$ cat config.mk
export PLATFORM = sky130hd
export DESIGN_NAME = pmod_clp_ctrl
export DESIGN_NICKNAME = d
export VERILOG_FILES = /design/src/rtl/pmod_clp_pkg.sv /design/src/rtl/pmod_clp_ctrl_timer.sv /design/src/rtl/pmod_clp_ctrl.sv
export SDC_FILE = /design/constraint.sdc
export NUM_CORES = 1
export LEC_CHECK = 0
export CORE_UTILIZATION = 55
export DETAILED_ROUTE_END_ITERATION = 16
export DONT_BUFFER_PORTS = 1
export PLACE_DENSITY = 0.79
export SYNTH_ARGS = -nofsm -noshare
export SYNTH_HDL_FRONTEND = slang
export SYNTH_SLANG_ARGS = --single-unit
$ cat constraint.sdc
create_clock -name sysclk -period 4.8 [get_ports sysclk]
set_input_delay 0.72 -clock sysclk [delete_from_list [all_inputs] [get_ports sysclk]]
set_output_delay 0.72 -clock sysclk [all_outputs]
set_load 0.1 [all_outputs]
$ cat src/rtl/pmod_clp_pkg.sv
// Shared types, LCD command constants and init ROM for the PmodCLP write sequencer.
// The init ROM is only consumed when PMOD_CLP_AUTOINIT_EN is defined.
package pmod_clp_pkg;

    typedef enum logic [2:0] {
        ST_POWERUP = 3'd0,
        ST_INIT    = 3'd1,
        ST_IDLE    = 3'd2,
        ST_SETUP   = 3'd3,
        ST_EPULSE  = 3'd4,
        ST_HOLD    = 3'd5,
        ST_EXEC    = 3'd6
    } state_t;

    localparam logic [7:0] LCD_FUNC_SET = 8'h38;
    localparam logic [7:0] LCD_DISP_ON  = 8'h0C;
    localparam logic [7:0] LCD_CLEAR    = 8'h01;
    localparam logic [7:0] LCD_ENTRY    = 8'h06;

    localparam int unsigned INIT_LEN = 6;
    // Element 0 is issued first.
    localparam logic [INIT_LEN-1:0][7:0] INIT_ROM = {
        LCD_ENTRY, LCD_CLEAR, LCD_DISP_ON, LCD_FUNC_SET, LCD_FUNC_SET, LCD_FUNC_SET
    };

    function automatic int unsigned max_u(input int unsigned a, input int unsigned b);
        return (a > b) ? a : b;
    endfunction

    // Clear (01) and return-home (02/03) need the long execution wait.
    function automatic logic is_long_cmd(input logic rs, input logic [7:0] data);
        return (rs == 1'b0) && ((data == LCD_CLEAR) || (data[7:1] == 7'h01));
    endfunction

endpackage

$ cat src/rtl/pmod_clp_ctrl_timer.sv
// clp_delay_timer: loadable down-counter shared by every timed state of the LCD sequencer.
// A load of N-1 yields N cycles before done is seen by the owner.
module clp_delay_timer #(
    parameter int unsigned W = 8
) (
    input  logic         clk,
    input  logic         rst,
    input  logic         load,
    input  logic [W-1:0] value,
    output logic         done
);

    logic [W-1:0] count_r;

    // Load wins over counting; the counter parks at zero.
    always_ff @(posedge clk) begin
        if (rst) begin
            count_r <= '0;
        end else if (load) begin
            count_r <= value;
        end else if (count_r != '0) begin
            count_r <= count_r - {{(W-1){1'b0}}, 1'b1};
        end else begin
            count_r <= count_r;
        end
    end

    assign done = (count_r == '0);

endmodule

$ cat src/rtl/pmod_clp_ctrl.sv
// Write-only HD44780 sequencer for the PmodCLP: one byte per handshake, with setup/pulse/hold/exec timing.
// Define PMOD_CLP_AUTOINIT_EN to add the power-up wait and the built-in init command sequence.
module pmod_clp_ctrl
    import pmod_clp_pkg::*;
#(
    parameter int unsigned POWERUP_CYC = 2_000_000,
    parameter int unsigned SETUP_CYC   = 5,
    parameter int unsigned EPW_CYC     = 25,
    parameter int unsigned HOLD_CYC    = 5,
    parameter int unsigned EXEC_CYC    = 4_000,
    parameter int unsigned CLR_CYC     = 164_000
) (
    input  logic       sysclk,
    input  logic       sysreset,
    input  logic       req_valid,
    output logic       req_ready,
    input  logic       req_rs,
    input  logic [7:0] req_data,
    output logic       busy,
    output logic       init_done,
    output logic [7:0] lcd_data,
    output logic       lcd_rs,
    output logic       lcd_rw,
    output logic       lcd_e
);

    localparam int unsigned PU_EFF    = (POWERUP_CYC == 32'd0) ? 32'd1 : POWERUP_CYC;
    localparam int unsigned SETUP_EFF = (SETUP_CYC == 32'd0) ? 32'd1 : SETUP_CYC;
    localparam int unsigned EPW_EFF   = (EPW_CYC == 32'd0) ? 32'd1 : EPW_CYC;
    localparam int unsigned HOLD_EFF  = (HOLD_CYC == 32'd0) ? 32'd1 : HOLD_CYC;
    localparam int unsigned EXEC_EFF  = (EXEC_CYC == 32'd0) ? 32'd1 : EXEC_CYC;
    localparam int unsigned CLR_EFF   = (CLR_CYC == 32'd0) ? 32'd1 : CLR_CYC;
    localparam int unsigned MAX_CYC   = max_u(max_u(max_u(PU_EFF, SETUP_EFF), max_u(EPW_EFF, HOLD_EFF)),
                                              max_u(EXEC_EFF, CLR_EFF));
    localparam int unsigned CW        = $clog2(MAX_CYC + 32'd1);

    localparam logic [CW-1:0] SETUP_LD = CW'(SETUP_EFF - 32'd1);
    localparam logic [CW-1:0] EPW_LD   = CW'(EPW_EFF - 32'd1);
    localparam logic [CW-1:0] HOLD_LD  = CW'(HOLD_EFF - 32'd1);
    localparam logic [CW-1:0] EXEC_LD  = CW'(EXEC_EFF - 32'd1);
    localparam logic [CW-1:0] CLR_LD   = CW'(CLR_EFF - 32'd1);

`ifdef PMOD_CLP_AUTOINIT_EN
    localparam int unsigned    IDX_W       = $clog2(INIT_LEN + 32'd1);
    // First POWERUP cycle arms the timer and INIT takes one more, so load N-3.
    localparam logic [CW-1:0]  PU_LD       = CW'((PU_EFF > 32'd2) ? (PU_EFF - 32'd3) : 32'd0);
    localparam logic [IDX_W-1:0] INIT_LAST = IDX_W'(INIT_LEN);
    localparam state_t         RESET_STATE = ST_POWERUP;
    logic                      armed_r;
    logic [IDX_W-1:0]          init_idx_r;
`else
    localparam state_t         RESET_STATE = ST_IDLE;
`endif

    state_t         state_r;
    logic           long_r;
    logic           accept_s;
    logic           tmr_load_s;
    logic [CW-1:0]  tmr_value_s;
    logic           tmr_done_s;

    assign accept_s = (state_r == ST_IDLE) && req_ready && req_valid;
    assign lcd_rw   = 1'b0;

    clp_delay_timer #(.W(CW)) u_timer (
        .clk   (sysclk),
        .rst   (sysreset),
        .load  (tmr_load_s),
        .value (tmr_value_s),
        .done  (tmr_done_s)
    );

    // Timer load requests: each timed state is entered with its length minus one.
    always_comb begin
        tmr_load_s  = 1'b0;
        tmr_value_s = '0;
        case (state_r)
            ST_IDLE: begin
                if (accept_s) begin
                    tmr_load_s  = 1'b1;
                    tmr_value_s = SETUP_LD;
                end else begin
                    tmr_load_s  = 1'b0;
                end
            end
            ST_SETUP: begin
                if (tmr_done_s) begin
                    tmr_load_s  = 1'b1;
                    tmr_value_s = EPW_LD;
                end else begin
                    tmr_load_s  = 1'b0;
                end
            end
            ST_EPULSE: begin
                if (tmr_done_s) begin
                    tmr_load_s  = 1'b1;
                    tmr_value_s = HOLD_LD;
                end else begin
                    tmr_load_s  = 1'b0;
                end
            end
            ST_HOLD: begin
                if (tmr_done_s) begin
                    tmr_load_s  = 1'b1;
                    tmr_value_s = long_r ? CLR_LD : EXEC_LD;
                end else begin
                    tmr_load_s  = 1'b0;
                end
            end
`ifdef PMOD_CLP_AUTOINIT_EN
            ST_POWERUP: begin
                if (!armed_r && (PU_EFF > 32'd2)) begin
                    tmr_load_s  = 1'b1;
                    tmr_value_s = PU_LD;
                end else begin
                    tmr_load_s  = 1'b0;
                end
            end
            ST_INIT: begin
                tmr_load_s  = 1'b1;
                tmr_value_s = SETUP_LD;
            end
`endif
            default: begin
                tmr_load_s  = 1'b0;
            end
        endcase
    end

    // Sequencer FSM with all LCD pins and handshake outputs registered.
    always_ff @(posedge sysclk) begin
        if (sysreset) begin
            state_r    <= RESET_STATE;
            lcd_e      <= 1'b0;
            lcd_rs     <= 1'b0;
            lcd_data   <= 8'h00;
            req_ready  <= 1'b0;
            busy       <= 1'b0;
            init_done  <= 1'b0;
            long_r     <= 1'b0;
`ifdef PMOD_CLP_AUTOINIT_EN
            armed_r    <= 1'b0;
            init_idx_r <= '0;
`endif
        end else begin
            case (state_r)
                ST_IDLE: begin
                    if (accept_s) begin
                        lcd_rs    <= req_rs;
                        lcd_data  <= req_data;
                        long_r    <= is_long_cmd(req_rs, req_data);
                        req_ready <= 1'b0;
                        busy      <= 1'b1;
                        state_r   <= ST_SETUP;
                    end else begin
                        req_ready <= 1'b1;
                        busy      <= 1'b0;
                        init_done <= 1'b1;
                    end
                end
                ST_SETUP: begin
                    if (tmr_done_s) begin
                        lcd_e   <= 1'b1;
                        state_r <= ST_EPULSE;
                    end
                end
                ST_EPULSE: begin
                    if (tmr_done_s) begin
                        lcd_e   <= 1'b0;
                        state_r <= ST_HOLD;
                    end
                end
                ST_HOLD: begin
                    if (tmr_done_s) begin
                        state_r <= ST_EXEC;
                    end
                end
                ST_EXEC: begin
                    if (tmr_done_s) begin
`ifdef PMOD_CLP_AUTOINIT_EN
                        if (init_idx_r != INIT_LAST) begin
                            state_r <= ST_INIT;
                        end else begin
                            state_r   <= ST_IDLE;
                            req_ready <= 1'b1;
                            busy      <= 1'b0;
                            init_done <= 1'b1;
                        end
`else
                        state_r   <= ST_IDLE;
                        req_ready <= 1'b1;
                        busy      <= 1'b0;
                        init_done <= 1'b1;
`endif
                    end
                end
`ifdef PMOD_CLP_AUTOINIT_EN
                ST_POWERUP: begin
                    busy <= 1'b1;
                    if (!armed_r) begin
                        armed_r <= 1'b1;
                        state_r <= (PU_EFF > 32'd2) ? ST_POWERUP : ST_INIT;
                    end else if (tmr_done_s) begin
                        state_r <= ST_INIT;
                    end
                end
                ST_INIT: begin
                    lcd_rs     <= 1'b0;
                    lcd_data   <= INIT_ROM[init_idx_r];
                    long_r     <= is_long_cmd(1'b0, INIT_ROM[init_idx_r]);
                    init_idx_r <= init_idx_r + IDX_W'(1);
                    state_r    <= ST_SETUP;
                end
`endif
                default: begin
                    state_r   <= ST_IDLE;
                    lcd_e     <= 1'b0;
                    req_ready <= 1'b0;
                    busy      <= 1'b0;
                end
            endcase
        end
    end

endmodule

==> results of run 1 <==
## how the worst max path moves through the flow
| stage | end | slack [ps] | cells after the start |
|---|---|---|---|
| global placement | init_done | 2140 | 7 |
| floorplan | u_timer.count_r[5] | 2470 | 7 |
| finish | init_done | 2080 | 7 |
| CTS | init_done | 2100 | 7 |
| global route | init_done | 1850 | 7 |
| detailed placement | init_done | 2130 | 7 |
## worst max-delay path, delay by kind of cell (launching register included)
kind,cells,cell delay (ps)
and+or+nand+nor,3,1350
AOI/OAI and AO/OA,2,710
DFF,1,360
adders and majority gates,1,140
buffers and inverters,1,90
## power by group through the flow
stage               combinational [mW]  sequential (mW)  clock, mW
finish                           0.683            0.558      0.286
global route                     0.782            0.573      0.300
CTS                              0.678            0.556      0.287
detailed placement               0.672            0.562          0
global placement                 0.668            0.561          0
floorplan                        0.589            0.540          0
## layer usage
layer	GRT usage, %	up-vias	part of all wire, %
li1	-	846	-
met1	34.7	788	49
met2	33.9	36	44
met3	6.40	9	4.5
met4	7.14	0	1.8
met5	0	-	0
## cells in the final DEF (no fill, tap or decap), types with 2 or more instances in the layout
master     instances
bufinv_16          2
o21a_1             6
a31oi_1            2
a211oi_1           3
xor2_1             2
a21oi_1           25
nand3_1            4
o2111ai_1          3
a21o_1             4
nor2_1            18
o31ai_1            3
nor3_1             6
dfxtp_1           38
nor4_1             8
ha_1               2
clkbuf_4           5
o21ai_0           16
inv_1              5
or4b_1             2
xnor2_1            8
nand2b_1           2
or3_1             12
or2_2              4
or4_1              4
nand2_1           28
## cell families after synthesis
| kind of cell | share of synthesized area, % |
|---|---|
| and+or+nand+nor | 26.1 |
| buffers and inverters | 4.00 |
| AOI/OAI and AO/OA | 24.0 |
| DFF | 39.9 |
| adders and majority gates | 1.31 |
| xor gates and xnor gates | 4.59 |
| other | 0.197 |
## final cells by class
cell class,count,area [sq um]
fillers,321,1310
repair buffers,1,7.51
well taps,46,57.6
flip-flops and latches,38,761
clock inverters,2,60.1
inverters,5,18.8
multi-input cells,180,1070
clock buffers,6,51.3
## flip-flops by register name (all words and copies together), names as in the netlist
signal	cells
busy	1
req_ready	1
lcd_data	8
lcd_rs	1
u_timer.count_r	21
init_done	1
state_r	3
long_r	1
lcd_e	1
## metrics by stage
stage                     instance area (sq um)  utilization (%)  cells
after floorplan                            1910                -    236
after global placement                     1910             57.4    270
after detailed placement                   1910             57.4    270
after CTS                                  2030             60.7    278
after global routing                       2030             60.7    278
final                                      2030             60.7    278
==> impl_metrics.toml, run 1 <==
[timing]
rsz0062_at_grt = "no"
setup_ws_ps = 2080
setup_viol = 0
final_max_slew_viol_count = 0
whs_ps = 412
slew_headroom_pct = 30.2
worst_pin_slew_ps = 1050
finalCriticalPeriod_ps = 2720
fin_skew_ps = 15.1
tns_ps = 0
max_freq_mhz = 368
finalHoldViolCount = 0
finalCritPeriodShare_pct = 56.6

[power]
p_total_mw = 1.53
ir_drop_v = 0.000380
power.switching_mw = 0.677
p_int_mw = 0.850
swShare_pct = 44.3
seq_power_share_pct = 36.5
p_leak_nw = 0.708
clockPowerShare_pct = 18.7
powerDensity_mw_per_mm2 = 754
comb_power_share_pct = 44.7

[synth]
ys_seq_area_share_pct = 39.9
synth-edff-count = 0
synth_top_area_cell = "dfxtp_1"
synth.distinct_cells = 44
async_reset_ff_share_pct = 0
syn_inst = 236
ys_ff_latch = 38
synth_area_sq_mm = 0.00191
synth_common_cells = "dfxtp_1 (38), nand2_1 (28), a21oi_1 (25)"
synthTopCellsByArea = "dfxtp_1 (40%), a21oi_1 (6.6%), nand2_1 (5.5%)"
post-synth-top-count-cell = "dfxtp_1"
syn_area_per_cell_sq_um = 8.08
synth_top_area_share_pct = 39.9
yosysWarnings = 0
syn_nets = 250
synth_flop_cell = "dfxtp_1"

[worst_setup_path]
r2r_end = "init_done"
ff2ff_path_depth = 7
r2r_start = "u_timer.count_r[0]"
setup.worst_path.end_class = "flop"
crit_fanout = 8
cpMaxStageDelayCell = "or4b_1"
path_cells = "inv_1 -> ha_1 -> or4b_1 -> nor3_2 -> nand2_1 -> a2111oi_0 -> o21ba_2"
crit_start = "u_timer.count_r[0]"
arrival_ps = 3010
r2r_slack_ps = 2080
critPathKind = "flop to flop"
start_kind = "flop"
cp.required_ps = 5090
cp_slowest_stage_delay_ps = 530

[route]
drc = 0
wl_per_cell_microns = 13.9
antenna_left = 0
vias = 1679
drt_iter0_markers = 50
viasPerCell = 6.04
first_pass_iters = 4
wl_mm = 3.85

[worst_hold_path]
worstHoldPathCells = 1
holdPathEnd = "state_r[0]"
hold_start = "sysreset"
hp-class = "input pin to flop"

[cells_and_area]
drive_gt1_share_pct = 8.19
fin_nets = 245
synthToLayoutAreaGrowth_pct = 6.23
antenna_cells = 0

[clock_tree]
clk_path_buf_depth = 2
clock-sinks = 38
hold_buffers = 0
clkTransAtPathRegs_ps = 120
cts_root_buf = "clkbuf_4"
post_cts_buffers = 0
cts-buffers-inserted = 5
insertion_delay_ps = 350
cts_tree = "yes"
cts.repair.resized = 0
h-tree-depth = 2

[placement]
place_congestion = 0.855
post-place-ws_ps = 2130
place_hpwl_mm = 2.70
port_buffers = 0

[status]
status = "finished clean"

[die]
pin_count = 26
initial_core_util_pct = 57.1
die_h_microns = 60.9
coreArea_sq_mm = 0.00334
die-area_sq_mm = 0.00371
rows = 21
die_width_microns = 60.9

[global_route]
grt_overflow = 0
grt_max_degree = 25
grt_pass1_wl_mm = 6.49
antenna_found_initial = 0
track_usage_pct = 23.7
grt_pass1_vias = 1405

[run]
drv_cap = 0
No activity file was read; power rests on OpenSTA's default activity.
==> run 2: changes to the inputs <==
==> constraint.sdc (replaced) <==
create_clock -name sysclk -period 2.7 [get_ports sysclk]
set_input_delay 0.405 -clock sysclk [delete_from_list [all_inputs] [get_ports sysclk]]
set_output_delay 0.405 -clock sysclk [all_outputs]
set_load 0.1 [all_outputs]
==> impl_metrics.toml, run 2 (same netlist as run 1, synthesis figures left out) <==
[status]
status = "finished clean"

[route]
wl_per_cell_microns = 14.4
wl_mm = 4.09
viasPerCell = 5.95
vias = 1683
drc = 0
drt_iter0_markers = 68
first_pass_iters = 4
antenna_left = 0

[timing]
finalCritPeriodShare_pct = 91.3
worst_pin_slew_ps = 1000
tns_ps = 0
fin_skew_ps = 7.02
finalCriticalPeriod_ps = 2460
final_max_slew_viol_count = 0
finalHoldViolCount = 0
setup_viol = 0
max_freq_mhz = 406
slew_headroom_pct = 33.3
rsz0062_at_grt = "no"

[global_route]
grt_pass1_wl_mm = 6.49
antenna_found_initial = 0
grt_pass1_vias = 1407
track_usage_pct = 24.0
grt_overflow = 0
grt_max_degree = 25

[cells_and_area]
fin_nets = 250
final_common_cell = "dfxtp_1"
final_cell_mix = "dfxtp_1 (38), nand2_1 (28), a21oi_1 (25)"
final_util_pct = 60.4
drive_gt1_share_pct = 10.1
antenna_cells = 0
synthToLayoutAreaGrowth_pct = 5.71
largestRegisters = "u_timer.count_r: 21 flops, lcd_data: 8 flops, state_r: 3 flops"
regMostFlops = "u_timer.count_r"
largest_reg_flops = 21

[worst_setup_path]
crit_fanout = 8
arrival_ps = 2750
setup.worst_path.end_class = "flop"
cp.required_ps = 2990
start_kind = "flop"
path_cells = "inv_1 -> ha_1 -> or3b_2 -> or3_1 -> or3_1 -> or3_1 -> a21oi_1"
crit_top_cell = "or3_1"
cpLargestDelayFamily = "simple AND/OR/NAND/NOR gates"
r2r_start = "u_timer.count_r[0]"
crit_start = "u_timer.count_r[0]"
cpMaxStageDelayCell = "or3b_2"
cp_slowest_stage_delay_ps = 500
path_buf_inv = 1
critPathKind = "flop to flop"

[die]
coreArea_sq_mm = 0.00334
initial_core_util_pct = 57.1
rows = 21
pin_count = 26
die_h_microns = 60.9
die-area_sq_mm = 0.00371
die_width_microns = 60.9

[clock_tree]
cts-buffers-inserted = 5
cts_tree = "yes"
clk_path_buf_depth = 2
clock-sinks = 38
hold_buffers = 0
post_cts_buffers = 0
cts.repair.resized = 0
insertion_delay_ps = 350
cts_root_buf = "clkbuf_4"
clkTransAtPathRegs_ps = 120
h-tree-depth = 2

[worst_hold_path]
hold_start = "sysreset"
hp-class = "input pin to flop"

[power]
p_leak_nw = 0.710
p_total_mw = 2.58
powerDensity_mw_per_mm2 = 1280
ir_drop_v = 0.000568

[placement]
place_hpwl_mm = 2.94
place_congestion = 0.847
port_buffers = 0

[run]
drv_cap = 0
run 2: cell types whose count changed in the layout (fill, tap and decap cells not counted):
cell	delta
buf_4	+5
clkinvlp_4	+1
bufinv_16	-2
clkinv_2	+1
run 2: layout make-up:
type / count / area, sq um
inverters: 5 / 18.8
repair buffers: 6 / 45.0
well taps: 46 / 57.6
fillers: 307 / 1320
flip-flops and latches: 38 / 761
clock inverters: 2 / 12.5
clock buffers: 6 / 51.3
multi-input cells: 180 / 1070
run 2: metrics by stage:
stage / cell area [sq um] / hold WS [ps] / std cells / worst slack [ps]
floorplan: 1910 / 441 / 236 / 369
global placement: 1950 / 468 / 275 / 337
detailed placement: 1950 / 469 / 275 / 276
CTS: 2020 / 98.3 / 283 / 240
global route: 2020 / 83.8 / 283 / 74.0
finish: 2020 / 103 / 283 / 235
run 2: routing by layer:
layer,wire length (microns),share of wire (%),vias to the layer above,global-route usage [%]
li1,-,-,851,-
met1,2020,49,778,34.8
met2,1780,44,49,34.7
met3,233,5.7,5,5.76
met4,54,1.3,0,8.12
met5,0,0,-,0
run 2: final timing paths:
check                                           end  slack (ps)  cells past startpoint
worst max-delay path            u_timer.count_r[14]         240                      7
worst min-delay path                    lcd_data[7]         100                      1
worst max register to register  u_timer.count_r[14]         240                      7
worst min register to register               long_r         480                      2
run 2: power by group:
group | total (mW) | leakage, nW | internal [mW] | switching (mW)
Sequential | 0.961 | 0.311 | 0.704 | 0.257
Combinational | 1.30 | 0.365 | 0.521 | 0.782
Clock | 0.319 | 0.0343 | 0.125 | 0.194
Total | 2.58 | 0.710 | 1.35 | 1.23
